[src/rtl/frame_pipe_pkg.sv]
// Shared types and constants for the VGA frame pipeline.
//   rgb_t          : RGB444 pixel
//   VGA_*          : 640x480@60 timing defaults
//   VGA_KEY_COLOR  : default transparent layer colour
//   bar_color()    : colour-bar table (white, yellow, cyan, green, magenta, red, blue, black)
package frame_pipe_pkg;

    typedef logic [11:0] rgb_t;

    localparam int VGA_H_ACTIVE = 640;
    localparam int VGA_H_FP     = 16;
    localparam int VGA_H_SYNC   = 96;
    localparam int VGA_H_BP     = 48;
    localparam int VGA_V_ACTIVE = 480;
    localparam int VGA_V_FP     = 10;
    localparam int VGA_V_SYNC   = 2;
    localparam int VGA_V_BP     = 33;

    localparam rgb_t VGA_KEY_COLOR = 12'hF0F;

    function automatic rgb_t bar_color(input logic [2:0] idx);
        case (idx)
            3'd0:    return 12'hFFF;
            3'd1:    return 12'hFF0;
            3'd2:    return 12'h0FF;
            3'd3:    return 12'h0F0;
            3'd4:    return 12'hF0F;
            3'd5:    return 12'hF00;
            3'd6:    return 12'h00F;
            default: return 12'h000;
        endcase
    endfunction

endpackage

[src/rtl/vga_frame_pipe_if.sv]
// Bus between the scan pipeline and its neighbours (game logic, frame BRAM, VGA pins).
//   master : the pipeline (drives counters, mem_addr, colour and syncs)
//   slave  : the environment (drives layer_px and mem_rdata)
interface vga_frame_pipe_if #(
    parameter int ADDR_W     = 17,
    parameter int COLOR_W    = 12,
    parameter int NUM_LAYERS = 2
);
    logic [10:0]                         h_cnt;
    logic [10:0]                         v_cnt;
    logic                                frame_start;
    logic [NUM_LAYERS-1:0][COLOR_W-1:0]  layer_px;
    logic [ADDR_W-1:0]                   mem_addr;
    logic [COLOR_W-1:0]                  mem_rdata;
    logic [3:0]                          vga_r;
    logic [3:0]                          vga_g;
    logic [3:0]                          vga_b;
    logic                                hsync;
    logic                                vsync;
    logic                                valid;

    modport master (
        output h_cnt, v_cnt, frame_start, mem_addr,
        output vga_r, vga_g, vga_b, hsync, vsync, valid,
        input  layer_px, mem_rdata
    );

    modport slave (
        input  h_cnt, v_cnt, frame_start, mem_addr,
        input  vga_r, vga_g, vga_b, hsync, vsync, valid,
        output layer_px, mem_rdata
    );
endinterface

[src/rtl/vga_timing_gen.sv]
// VGA scan counters (stage 0).
//   clk, rst     : clock, synchronous active-high reset
//   pix_ce       : pixel-clock enable
//   h_cnt, v_cnt : current scan position
//   frame_start  : high while pix_ce is high at (0,0); a single clk since the tick moves h off 0
//   active       : position inside the visible area
//   hs_on, vs_on : position inside the sync pulse (polarity applied downstream)
module vga_timing_gen
    import frame_pipe_pkg::*;
#(
    parameter int H_ACTIVE = VGA_H_ACTIVE,
    parameter int H_FP     = VGA_H_FP,
    parameter int H_SYNC   = VGA_H_SYNC,
    parameter int H_BP     = VGA_H_BP,
    parameter int V_ACTIVE = VGA_V_ACTIVE,
    parameter int V_FP     = VGA_V_FP,
    parameter int V_SYNC   = VGA_V_SYNC,
    parameter int V_BP     = VGA_V_BP
) (
    input  logic        clk,
    input  logic        rst,
    input  logic        pix_ce,
    output logic [10:0] h_cnt,
    output logic [10:0] v_cnt,
    output logic        frame_start,
    output logic        active,
    output logic        hs_on,
    output logic        vs_on
);
    localparam int H_TOTAL = H_ACTIVE + H_FP + H_SYNC + H_BP;
    localparam int V_TOTAL = V_ACTIVE + V_FP + V_SYNC + V_BP;

    always_ff @(posedge clk) begin
        if (rst) begin
            h_cnt <= '0;
            v_cnt <= '0;
        end else if (pix_ce) begin
            if (h_cnt == 11'(H_TOTAL - 1)) begin
                h_cnt <= '0;
                v_cnt <= (v_cnt == 11'(V_TOTAL - 1)) ? 11'd0 : v_cnt + 11'd1;
            end else begin
                h_cnt <= h_cnt + 11'd1;
            end
        end
    end

    assign frame_start = pix_ce && !rst && (h_cnt == '0) && (v_cnt == '0);
    assign active      = (h_cnt < 11'(H_ACTIVE)) && (v_cnt < 11'(V_ACTIVE));
    assign hs_on       = (h_cnt >= 11'(H_ACTIVE + H_FP)) &&
                         (h_cnt <  11'(H_ACTIVE + H_FP + H_SYNC));
    assign vs_on       = (v_cnt >= 11'(V_ACTIVE + V_FP)) &&
                         (v_cnt <  11'(V_ACTIVE + V_FP + V_SYNC));
endmodule

[src/rtl/vga_frame_pipe.sv]
// VGA scan pipeline: counters (stage 0), framebuffer address + layer capture (stage 1),
// compositing and sync/valid alignment (stage 2). Two pix_ce ticks from counter to pins.
//   clk, rst   : clock, synchronous active-high reset (wins over pix_ce)
//   pix_ce     : pixel-clock enable; may be high every clk
//   test_mode  : colour-bar select, only honoured with FRAME_PIPE_TEST_PATTERN_EN defined
//   bus        : vga_frame_pipe_if.master (counters, frame_start, mem bus, layers, RGB, syncs)
// Optional: FRAME_PIPE_TEST_PATTERN_EN adds 8 vertical bars replacing the composite.
module vga_frame_pipe
    import frame_pipe_pkg::*;
#(
    parameter int                 H_ACTIVE   = VGA_H_ACTIVE,
    parameter int                 H_FP       = VGA_H_FP,
    parameter int                 H_SYNC     = VGA_H_SYNC,
    parameter int                 H_BP       = VGA_H_BP,
    parameter int                 V_ACTIVE   = VGA_V_ACTIVE,
    parameter int                 V_FP       = VGA_V_FP,
    parameter int                 V_SYNC     = VGA_V_SYNC,
    parameter int                 V_BP       = VGA_V_BP,
    parameter bit                 SYNC_POL   = 1'b0,
    parameter int                 SCALE_SH   = 1,
    parameter int                 ADDR_W     = 17,
    parameter int                 NUM_LAYERS = 2,
    parameter int                 COLOR_W    = 12,
    parameter logic [COLOR_W-1:0] KEY_COLOR  = VGA_KEY_COLOR
) (
    input  logic              clk,
    input  logic              rst,
    input  logic              pix_ce,
    input  logic              test_mode,
    vga_frame_pipe_if.master  bus
);
    localparam int     FB_W     = H_ACTIVE >> SCALE_SH;
    localparam longint FB_WORDS = longint'(FB_W) * longint'(V_ACTIVE >> SCALE_SH);

    if (FB_WORDS > (longint'(1) << ADDR_W)) begin : g_addr_chk
        $error("vga_frame_pipe: framebuffer does not fit in ADDR_W");
    end
    if (COLOR_W != 12) begin : g_color_chk
        $error("vga_frame_pipe: only RGB444 (COLOR_W=12) is supported");
    end

    logic active, hs_on, vs_on;

    vga_timing_gen #(
        .H_ACTIVE(H_ACTIVE), .H_FP(H_FP), .H_SYNC(H_SYNC), .H_BP(H_BP),
        .V_ACTIVE(V_ACTIVE), .V_FP(V_FP), .V_SYNC(V_SYNC), .V_BP(V_BP)
    ) u_timing (
        .clk        (clk),
        .rst        (rst),
        .pix_ce     (pix_ce),
        .h_cnt      (bus.h_cnt),
        .v_cnt      (bus.v_cnt),
        .frame_start(bus.frame_start),
        .active     (active),
        .hs_on      (hs_on),
        .vs_on      (vs_on)
    );

    // Stage 1: address is formed in ADDR_W bits; the elab check guarantees no overflow.
    logic [ADDR_W-1:0]                  addr_d, addr1;
    logic [NUM_LAYERS-1:0][COLOR_W-1:0] lay1;
    logic                               act1, hs1, vs1;

    assign addr_d = ADDR_W'(bus.h_cnt >> SCALE_SH) +
                    ADDR_W'(FB_W) * ADDR_W'(bus.v_cnt >> SCALE_SH);

    // Stage 2 colour select: scanning from the lowest-priority layer up means the
    // last non-key hit is layer with the smallest index.
    logic [COLOR_W-1:0] comp, pix;

    always_comb begin
        comp = bus.mem_rdata;
        for (int i = NUM_LAYERS - 1; i >= 0; i--) begin
            if (lay1[i] != KEY_COLOR) comp = lay1[i];
        end
    end

`ifdef FRAME_PIPE_TEST_PATTERN_EN
    localparam int BAR_W = H_ACTIVE / 8;
    logic [2:0] bar1;
    logic       tm1;

    // Bar index follows the pixel through stage 1 so the pattern keeps the same latency.
    always_ff @(posedge clk) begin
        if (rst) begin
            bar1 <= '0;
            tm1  <= 1'b0;
        end else if (pix_ce) begin
            bar1 <= 3'(bus.h_cnt / 11'(BAR_W));
            tm1  <= test_mode;
        end
    end

    assign pix = tm1 ? bar_color(bar1) : comp;
`else
    logic unused_test_mode;
    assign unused_test_mode = test_mode;
    assign pix = comp;
`endif

    rgb_t rgb2;
    logic vld2, hs2, vs2;

    always_ff @(posedge clk) begin
        if (rst) begin
            act1  <= 1'b0;
            hs1   <= 1'b0;
            vs1   <= 1'b0;
            lay1  <= '0;
            addr1 <= '0;
            rgb2  <= '0;
            vld2  <= 1'b0;
            hs2   <= ~SYNC_POL;
            vs2   <= ~SYNC_POL;
        end else if (pix_ce) begin
            act1  <= active;
            hs1   <= hs_on;
            vs1   <= vs_on;
            lay1  <= bus.layer_px;
            addr1 <= active ? addr_d : '0;
            rgb2  <= act1 ? pix : '0;
            vld2  <= act1;
            hs2   <= hs1 ? SYNC_POL : ~SYNC_POL;
            vs2   <= vs1 ? SYNC_POL : ~SYNC_POL;
        end
    end

    assign bus.mem_addr = addr1;
    assign bus.vga_r    = rgb2[11:8];
    assign bus.vga_g    = rgb2[7:4];
    assign bus.vga_b    = rgb2[3:0];
    assign bus.hsync    = hs2;
    assign bus.vsync    = vs2;
    assign bus.valid    = vld2;
endmodule

[src/flat_wrapper.sv]
// flat-port wrapper written by rule: the top's interface ports become plain ports
module vga_frame_pipe_flat import frame_pipe_pkg::*;
#(
    parameter int                 H_ACTIVE   = VGA_H_ACTIVE,
    parameter int                 H_FP       = VGA_H_FP,
    parameter int                 H_SYNC     = VGA_H_SYNC,
    parameter int                 H_BP       = VGA_H_BP,
    parameter int                 V_ACTIVE   = VGA_V_ACTIVE,
    parameter int                 V_FP       = VGA_V_FP,
    parameter int                 V_SYNC     = VGA_V_SYNC,
    parameter int                 V_BP       = VGA_V_BP,
    parameter bit                 SYNC_POL   = 1'b0,
    parameter int                 SCALE_SH   = 1,
    parameter int                 ADDR_W     = 17,
    parameter int                 NUM_LAYERS = 2,
    parameter int                 COLOR_W    = 12,
    parameter logic [COLOR_W-1:0] KEY_COLOR  = VGA_KEY_COLOR
)
  (clk, rst, pix_ce, test_mode, bus_h_cnt, bus_v_cnt, bus_frame_start, bus_mem_addr, bus_vga_r, bus_vga_g, bus_vga_b, bus_hsync, bus_vsync, bus_valid, bus_layer_px, bus_mem_rdata);
  vga_frame_pipe_if #(.ADDR_W(ADDR_W), .COLOR_W(COLOR_W), .NUM_LAYERS(NUM_LAYERS)) bus_i ();
  input  logic clk;
  input  logic rst;
  input  logic pix_ce;
  input  logic test_mode;
  output wire logic [$bits(bus_i.h_cnt)-1:0] bus_h_cnt;
  output wire logic [$bits(bus_i.v_cnt)-1:0] bus_v_cnt;
  output wire logic [$bits(bus_i.frame_start)-1:0] bus_frame_start;
  output wire logic [$bits(bus_i.mem_addr)-1:0] bus_mem_addr;
  output wire logic [$bits(bus_i.vga_r)-1:0] bus_vga_r;
  output wire logic [$bits(bus_i.vga_g)-1:0] bus_vga_g;
  output wire logic [$bits(bus_i.vga_b)-1:0] bus_vga_b;
  output wire logic [$bits(bus_i.hsync)-1:0] bus_hsync;
  output wire logic [$bits(bus_i.vsync)-1:0] bus_vsync;
  output wire logic [$bits(bus_i.valid)-1:0] bus_valid;
  input wire logic [$bits(bus_i.layer_px)-1:0] bus_layer_px;
  input wire logic [$bits(bus_i.mem_rdata)-1:0] bus_mem_rdata;
  assign bus_h_cnt = bus_i.h_cnt;
  assign bus_v_cnt = bus_i.v_cnt;
  assign bus_frame_start = bus_i.frame_start;
  assign bus_mem_addr = bus_i.mem_addr;
  assign bus_vga_r = bus_i.vga_r;
  assign bus_vga_g = bus_i.vga_g;
  assign bus_vga_b = bus_i.vga_b;
  assign bus_hsync = bus_i.hsync;
  assign bus_vsync = bus_i.vsync;
  assign bus_valid = bus_i.valid;
  assign bus_i.layer_px = bus_layer_px;
  assign bus_i.mem_rdata = bus_mem_rdata;
  vga_frame_pipe #(.H_ACTIVE(H_ACTIVE), .H_FP(H_FP), .H_SYNC(H_SYNC), .H_BP(H_BP), .V_ACTIVE(V_ACTIVE), .V_FP(V_FP), .V_SYNC(V_SYNC), .V_BP(V_BP), .SYNC_POL(SYNC_POL), .SCALE_SH(SCALE_SH), .ADDR_W(ADDR_W), .NUM_LAYERS(NUM_LAYERS), .COLOR_W(COLOR_W), .KEY_COLOR(KEY_COLOR)) u_core (.clk(clk), .rst(rst), .pix_ce(pix_ce), .test_mode(test_mode), .bus(bus_i));
endmodule
[config.mk]
export PLATFORM = sky130hd
export DESIGN_NAME = vga_frame_pipe_flat
export DESIGN_NICKNAME = d
export VERILOG_FILES = /design/src/rtl/frame_pipe_pkg.sv /design/src/rtl/vga_frame_pipe_if.sv /design/src/rtl/vga_timing_gen.sv /design/src/rtl/vga_frame_pipe.sv /design/src/flat_wrapper.sv
export SDC_FILE = /design/constraint.sdc
export NUM_CORES = 1
export LEC_CHECK = 0
export ABC_AREA = 1
export BUFFER_PORTS_ARGS = -buffer_cell sky130_fd_sc_hd__buf_2
export CORE_AREA = 2 2 136 138
export DETAILED_ROUTE_END_ITERATION = 10
export DIE_AREA = 0 0 138 140
export MAX_ROUTING_LAYER = met4
export PLACE_DENSITY_LB_ADDON = 0.05
export SKIP_CTS_REPAIR_TIMING = 1
export SYNTH_ARGS = -nofsm -noshare
export SYNTH_HDL_FRONTEND = slang
export SYNTH_HIERARCHICAL = 1
export SYNTH_SLANG_ARGS = --single-unit
export TNS_END_PERCENT = 20
[constraint.sdc]
create_clock -name clk -period 4 [get_ports clk]
set_input_delay 0.2 -clock clk [delete_from_list [all_inputs] [get_ports clk]]
set_output_delay 0.2 -clock clk [all_outputs]
set_load 0.01 [all_outputs]
After elaboration in Yosys (flattened, before gate mapping)
Cells that the tools add are included.
- multiplexer cells: 8
- multipliers: 1
- order comparisons: 6
- add/subtract/negate cells: 3
- equality and inequality tests: 4
- reductions and logical operators: 10
- operator list (cell ; count):
    $mux 12 ; 3
    $ne 12x12->1 const B ; 2
    $add 11x1->11 const B ; 2
    $eq 11x10->1 const B ; 2
    $logic_not 11->1 ; 2
    $lt 11x10->1 const B ; 2
    $lt 11x9->1 const B ; 2
    $mux 11 ; 2
    $add 10x17->17 ; 1
    $mux 17 ; 1
    $ge 11x10->1 const B ; 1
    $ge 11x9->1 const B ; 1
    $mul 3x10->11 const A ; 1
    $logic_and 1x1->1 ; 6
    $mux 1 ; 2
    $reduce_and 2->1 ; 1
    $logic_not 1->1 ; 1
- flip-flop bits (word level): 81
- word-level logic and storage cells: 44

Logic depth before layout (Yosys ltp)
Gate-level depths: netlist (run 1).
- depth in word-level cells: 4
- mapped depth: 13

Cells and area by module
Netlist (run 1), hierarchy kept.
- modules (own cells, without submodules) (module ; area an instance (um^2) ; cells each ; times used ; sequential area each (um^2)):
    vga_frame_pipe ; 3103.0 ; 430 ; 1 ; 1181.1
    vga_timing_gen ; 1312.5 ; 194 ; 1 ; 440.4

Worst setup path after synthesis (run 1)
Ideal clock, no wire load.
- path type: reg-to-reg
- start: register u_core.u_timing.v_cnt[2]
- end: register u_core.addr1[16], in the netlist u_core/bus.mem_addr[16]
- required time: 3.869 ns
- clock period less this slack: 2.356 ns
- path buffers: 0
- data arrival time: 2.225 ns
- slack: 1.644 ns
- library setup time: 0.131 ns
- stages on the path, launching flop included: 12
- cells stage by stage: dfxtp_1 -> ha_1 -> ha_1 -> fa_1 -> xor2_1 -> inv_2 -> nor2_4 -> nand3_1 -> nor2_1 -> nand3_1 -> nand3_2 -> a21oi_2
- word-level cells in the longest chain between the ends: 3
- ends and longest elaborated chain (item ; line ; RTL):
    from (decl) ; vga_timing_gen.sv:24 ; output logic [10:0] v_cnt,
    from (signal assigned) ; vga_timing_gen.sv:40 ; v_cnt <= (v_cnt == 11'(V_TOTAL - 1)) ? 11'd0 : v_cnt + 11'd1;
    $mul 3x10->11 or $lt 11x9->1 (tied branches) ; vga_frame_pipe.sv:65, vga_timing_gen.sv:48 ;
    $add 10x17->17 or $logic_and 1x1->1 (tied branches) ; vga_frame_pipe.sv:64, vga_timing_gen.sv:48 ;
    $mux 17 * ; vga_frame_pipe.sv:120 ; addr1 <= active ? addr_d : '0;
    to (signal assigned) ; vga_frame_pipe.sv:120 ;
    to (decl) ; vga_frame_pipe.sv:60 ; logic [ADDR_W-1:0] addr_d, addr1;
Every way passes the cells marked *; elsewhere a longest branch is shown, timed or not.
A chain may end at the register's enable or synchronous reset.

Final worst setup path (run 1)
Same ends and word-level chain as after synthesis.

==> results of run 1 <==
==> report_power, final <==
| group | internal, mW | leakage [nW] | switching [mW] |
|---|---|---|---|
| Combinational | 0.0457 | 1.60 | 0.0879 |
| Clock | 0.486 | 0.147 | 0.353 |
| Sequential | 0.831 | 0.661 | 0.0149 |
| Total | 1.36 | 2.41 | 0.456 |
==> path summary, 6_finish.rpt <==
kind | from | to | slack, ns | cells past startpoint
setup reg to reg | u_core/u_timing/v_cnt[2]$_SDFFE_PP0P_ | u_core/bus.mem_addr[16]$_SDFFE_PP0P_ | 1.39 | 12
setup / recovery | u_core/u_timing/v_cnt[2]$_SDFFE_PP0P_ | u_core/bus.mem_addr[16]$_SDFFE_PP0P_ | 1.39 | 12
hold reg to reg | u_core/vs1$_SDFFE_PP0P_ | u_core/bus.vsync$_SDFFE_PP1P_ | 0.43 | 1
hold / removal | bus_layer_px[20] | u_core/lay1[20]$_SDFFE_PP0P_ | 0.09 | 3
==> worst max-delay path, cell delays in order (launching register included) <==
cell,delay (ns)
dfxtp_1,0.61
ha_1,0.32
ha_1,0.24
fa_1,0.44
xor2_1,0.22
inv_2,0.08
nor2_4,0.12
inv_2,0.06
nor2_2,0.12
nand3_1,0.07
nand2_1,0.07
nand3_2,0.06
a21oi_2,0.13
==> per-layer routing <==
| layer | vias to the layer above | global-route usage, % | routed length (microns) |
|---|---|---|---|
| met4 | 0 | 3.71 | 91 |
| met2 | 86 | 21.8 | 6070 |
| li1 | 2227 | - | - |
| met5 | - | - | 0 |
| met3 | 8 | 3.76 | 639 |
| met1 | 1933 | 18.8 | 6470 |
==> final cells by class <==
| type | instances | area [sq um] |
|---|---|---|
| multi-input combinational | 453 | 2420 |
| tap | 229 | 287 |
| inverter | 71 | 267 |
| fill | 1992 | 12400 |
| clock buffer | 10 | 229 |
| antenna | 2 | 5.00 |
| timing repair buffer | 95 | 480 |
| sequential | 81 | 1620 |
| clock inverter | 6 | 66.3 |
==> state kept, by name, summed over array words and instances, names as in the netlist <==
signal,flops
u_core/lay1,24
u_core/vs1,1
u_core/u_timing/h_cnt,11
u_core/bus.hsync,1
u_core/bus.valid,1
u_core/hs1,1
u_core/bus.vsync,1
u_core/u_timing/v_cnt,11
u_core/bus.mem_addr,17
u_core/rgb2,12
u_core/act1,1
==> synthesized netlist by cell type (4+ instances only) <==
| library cell | number | area [sq um] |
|---|---|---|
| nor2_1 | 69 | 259 |
| dfxtp_1 | 81 | 1620 |
| xor2_1 | 6 | 52.6 |
| inv_1 | 60 | 225 |
| nor2_2 | 4 | 25.0 |
| ha_1 | 23 | 288 |
| o21ai_0 | 32 | 160 |
| nor3_1 | 4 | 20.0 |
| nand2_1 | 147 | 552 |
| a21oi_1 | 60 | 300 |
| o21ai_2 | 4 | 35.0 |
| clkbuf_1 | 11 | 41.3 |
| inv_2 | 11 | 41.3 |
| nor4_1 | 6 | 37.5 |
| buf_2 | 4 | 20.0 |
| o21ai_1 | 8 | 40.0 |
| nand4_1 | 21 | 131 |
| nand3_1 | 39 | 195 |
| nor2_4 | 7 | 78.8 |
==> stage by stage <==
stage / worst slack, ns / hold WS (ns)
detailed placement: 1.39 / 0.435
global route: 1.13 / 0.0841
CTS: 1.36 / 0.0878
global placement: 1.46 / 0.434
finish: 1.39 / 0.0939
floorplan: 1.64 / 0.272
==> cell families after synthesis <==
family,count (synthesis)
adder cells (fa/ha/maj),25
AND/OR/NAND/NOR,309
AO/OA/AOI/OAI,112
XOR/XNOR,7
buffers and inverters,90
flip-flops,81
==> summary.txt, run 1 <==
Drt
  • DR vias/cell: 4.49
  • Final WL: 13.3 mm
  • Drt first pass iters: 4
  • Initial DRC count: 197
  • DR vias: 4254
  • DRT antenna net count: 0
  • Avg WL per Cell: 14.0 microns
  • Residual DRC: 0

Yosys
  • Largest family of logic cells by synthesized area: simple AND/OR/NAND/NOR gates
  • Top_reg_cell synth: dfxtp_1
  • Mapped Cells: 624
  • FFs w/ async S/R, synth: 0%
  • Number of synthesized flops with an enable pin: 0
  • Synth cell types: 35
  • Post-synthesis net count: 689
  • Mux cell area share after synthesis: 0%
  • Netlist Area Pre-Place: 4420 sq um
  • #FFs+latches synth: 81
  • Seq/Total Area, Yosys: 36.7%
  • Fraction of the mapped netlist area in adder cells: 7.42%
  • XOR/XNOR Fraction of Synth Area: 1.39%
  • Synth Area in Compound Gates: 13.5%
  • Synth Area in Simple Gates: 32.5%
  • Synthesized area per cell: 7.08 sq um
  • Yosys warning count: 6

Timing
  • Unrepaired setup endpoints after global routing: false
  • Crit path time final: 2.61 ns
  • Final setup violation count: 0
  • Worst-Margin Slew: 1.05 ns
  • Slew Limit Fails: 0
  • Worst clock skew: 0.0149 ns
  • Max Fclk: 0.383 GHz
  • Worst rel slew slack: 29.9%
  • Final setup TNS: 0 ns
  • Fin. Hold Viols: 0
  • Final cycle utilization of the critical path: 65.3%

Power and ir drop
  • Power Total: 1.82 mW
  • Leakage: 2.41 nW
  • Peak supply drop: 0.201 mV
  • Power density over the cells: 338 nW/um^2

Setup path
  • WP data required: 4.27 ns
  • Worst Setup End Kind: register
  • CP arrival: 2.88 ns
  • CP max FO: 11
  • Startpoint types: register
  • Setup Crit Path Kind: register to register

Placed design
  • DPL Wire Length: 9.99 mm
  • Gp weighted congestion: 0.799
  • Area after DPL: 5080 sq um
  • Placed insts: 929
  • IO Port Bufs: 93

Clock tree
  • Clk root buf: clkbuf_16
  • Skew-Pair Late Insertion Delay: 0.34 ns
  • Sink Count: 81
  • CTS tree: built
  • Cts bufs inserted: 9
  • CTS clk-pin slew, worst paths: 0.07 ns
  • H-tree depth: 3
  • Clk buf depth: 2

Finish
  • Most common cell after layout, fill and taps aside: nand2_1
  • Most frequent cells in the layout: nand2_1, buf_2, dfxtp_1
  • Share of layout cells above drive strength 1: 20.7%
  • Fin area: 5380 sq um
  • Area growth from synthesis to layout: 21.8%
  • Nets@finish: 776
  • Post-layout util: 30.2%
  • Finished Layout Cells: 947

Floorplanning
  • Die span in x: 138 microns
  • Core footprint: 17800 sq um
  • I/O pin total: 95
  • Die H: 140 microns
  • FP Rows: 49
  • Initial Util: 24.8%
  • Full die area: 19300 sq um

Global routing
  • First-pass GRT wire length: 21.5 mm
  • Vias in the first global route: 4149
  • Global route overflow: 0
  • Initial antenna violation count: 0
  • GRT Overall Usage: 14.3%
  • Pin count of the biggest net entering global routing: 67

Flow run
  • Max-Cap Viols: 0

Worst hold path
  • Hold/Removal Path Class: primary input to register

Run status
  • Outcome: complete, no violations
(Power assumes the default switching activity.)
==> run 2, diff against run 1 <==
- clock period: 4 -> 2.67 ns (I/O delays scaled with it)
==> summary.txt, run 2 (synthesized netlist as in run 1, its figures left out) <==
Finish
  • Antenna fix cells: 0 (-2)
  • Share of layout cells above drive strength 1: 21.0% (+0.36 points)
  • Area growth from synthesis to layout: 22.0%
  • Nets@finish: 779 (+0.39%)
  • Most frequent cells in the layout: nand2_1, buf_2, dfxtp_1
  • Most common cell after layout, fill and taps aside: nand2_1
  • Largest Register: u_core/lay1
  • FILL cells: 2030 (+1.9%)
  • Largest register FFs: 24 (unchanged)

Global routing
  • Gr busiest metal: met2
  • GRT Overall Usage: 14.0% (-0.34 points)
  • Vias in the first global route: 4059 (-2.2%)
  • Met3 usage: 2.97% (-0.79 points)
  • Met1 Track Usage GR: 18.9% (about the same)
  • Global route overflow: 0 (unchanged)
  • First-pass GRT wire length: 21.1 mm (-1.6%)
  • Initial antenna violation count: 0 (unchanged)
  • Pin count of the biggest net entering global routing: 42 (-37%)
  • GR Util met2: 21.0% (-0.81 points)

Timing
  • Final setup TNS: 0 ns (unchanged)
  • Slew Limit Fails: 0 (unchanged)
  • Unrepaired setup endpoints after global routing: false
  • Worst rel slew slack: 53.6% (+24 points)
  • Worst clock skew: 0.0111 ns (-0.00380 ns)
  • Worst-Margin Slew: 0.696 ns (-0.354 ns)
  • Fin. Hold Viols: 0 (unchanged)
  • Max Fclk: 0.429 GHz (+12%)
  • Fin Hold WS: 0.0347 ns (-0.0592 ns)
  • Final cycle utilization of the critical path: 87.3% (+22 points)
  • Crit path time final: 2.33 ns (-0.281 ns)
  • Final setup violation count: 0 (unchanged)

Clock tree
  • Cts bufs inserted: 9 (unchanged)
  • CTS clk-pin slew, worst paths: 0.06 ns (about the same)
  • Sink Count: 81 (unchanged)
  • Clk root buf: clkbuf_16
  • CTS tree: built
  • H-tree depth: 3 (unchanged)
  • Clk buf depth: 2 (unchanged)
  • Skew-Pair Late Insertion Delay: 0.34 ns (about the same)

Setup path
  • Worst r2r src: u_core/u_timing/v_cnt[3]$_SDFFE_PP0P_
  • Reg2reg end: u_core/bus.mem_addr[15]$_SDFFE_PP0P_
  • WP data required: 2.93 ns (-1.34 ns)
  • R2R depth: 11 (-1)
  • CP max FO: 9 (-2)
  • Setup Crit Path Kind: register to register
  • CP arrival: 2.59 ns (-0.29 ns)
  • Setup slack, reg-to-reg: 0.34 ns (-1.05 ns)
  • Startpoint types: register
  • Worst Setup End Kind: register

Floorplanning
  • Core footprint: 17800 sq um (unchanged)
  • Die H: 140 microns (unchanged)
  • I/O pin total: 95 (unchanged)
  • Die span in x: 138 microns (unchanged)
  • FP Rows: 49 (unchanged)
  • Initial Util: 24.8% (unchanged)
  • Full die area: 19300 sq um (unchanged)

Worst hold path
  • Hold wc startpoint: bus_layer_px[21]
  • WHS Path Cells: 3 (unchanged)
  • Worst hold path endpoint: u_core/lay1[21]$_SDFFE_PP0P_
  • Hold/Removal Path Class: primary input to register

Placed design
  • IO Port Bufs: 93 (unchanged)
  • Gp weighted congestion: 0.790 (-1.1%)
  • DPL Wire Length: 10.2 mm (+1.7%)

Drt
  • Residual DRC: 0 (unchanged)
  • Drt first pass iters: 6 (+2)
  • DRT antenna net count: 0 (unchanged)
  • Avg WL per Cell: 13.8 microns (-1.9%)
  • DR vias/cell: 4.49 (-0.12%)
  • DR vias: 4249 (-0.12%)
  • Initial DRC count: 158 (-20%)
  • Final WL: 13.0 mm (-1.9%)

Power and ir drop
  • Power density over the cells: 487 nW/um^2 (+44%)
  • Leakage: 2.41 nW (+0.11%)
  • Peak supply drop: 0.298 mV (+48%)

Run status
  • Outcome: complete, no violations

Flow run
  • Max-Cap Viols: 0 (unchanged)
[run 2: cell type report]
class | instances | area (sq um) | share of cell area, %
timing repair buffer | 98 | 515 | 9.57
sequential | 81 | 1620 | 30.1
clock buffer | 11 | 243 | 4.51
clock inverter | 4 | 28.8 | 0.534
multi-input combinational | 453 | 2420 | 45.0
tap | 229 | 287 | 5.32
inverter | 71 | 267 | 4.95
[run 2: routing by layer]
layer,up-vias,part of all wire (%)
met5,-,0
met4,0,0.88
met3,8,4.2
met2,90,44
met1,1914,51
li1,2237,-
[run 2: worst max path at each step]
stage	startpoint	to	slack, ns	cells after the start
6_report	u_core/u_timing/v_cnt[3]$_SDFFE_PP0P_	u_core/bus.mem_addr[15]$_SDFFE_PP0P_	0.34	11
4_1_cts	u_core/u_timing/v_cnt[4]$_SDFFE_PP0P_	u_core/bus.mem_addr[15]$_SDFFE_PP0P_	0.23	12
5_1_grt	u_core/u_timing/v_cnt[4]$_SDFFE_PP0P_	u_core/bus.mem_addr[15]$_SDFFE_PP0P_	0.11	12
3_3_place_gp	u_core/u_timing/v_cnt[4]$_SDFFE_PP0P_	u_core/bus.mem_addr[16]$_SDFFE_PP0P_	0.27	11
3_5_place_dp	u_core/u_timing/v_cnt[4]$_SDFFE_PP0P_	u_core/bus.mem_addr[15]$_SDFFE_PP0P_	0.26	12
2_1_floorplan	u_core/u_timing/v_cnt[2]$_SDFFE_PP0P_	u_core/bus.mem_addr[16]$_SDFFE_PP0P_	0.31	11
[run 2: critical path: stages (launching register included)]
cell and delay [ns]:
dfxtp_1 0.52, ha_1 0.33, fa_1 0.49, nand3_1 0.14, nand4_1 0.08, nand2_1 0.12
nand2_1 0.10, nor2_2 0.15, nand2_1 0.07, nand2_1 0.06, nand3_1 0.07, a21oi_1 0.13
[run 2: power by group]
group | internal [mW] | switching, mW | leakage [nW]
registers | 1.25 | 0.0223 | 0.661
logic | 0.0702 | 0.131 | 1.62
clock network | 0.652 | 0.500 | 0.128
total | 1.97 | 0.653 | 2.41
[run 2: stage by stage]
step | cell area [sq um] | power [mW] | instances | worst slack [ns] | utilization, %
final | 5390 | 2.62 | 947 | 0.339 | 30.3
after global placement | 5110 | 1.50 | 932 | 0.268 | 28.8
after CTS | 5380 | 2.68 | 947 | 0.229 | 30.3
after global routing | 5390 | 2.76 | 947 | 0.105 | 30.3
after detailed placement | 5110 | 1.50 | 932 | 0.258 | 28.8
after floorplan | 4420 | 1.42 | 624 | 0.314 | -
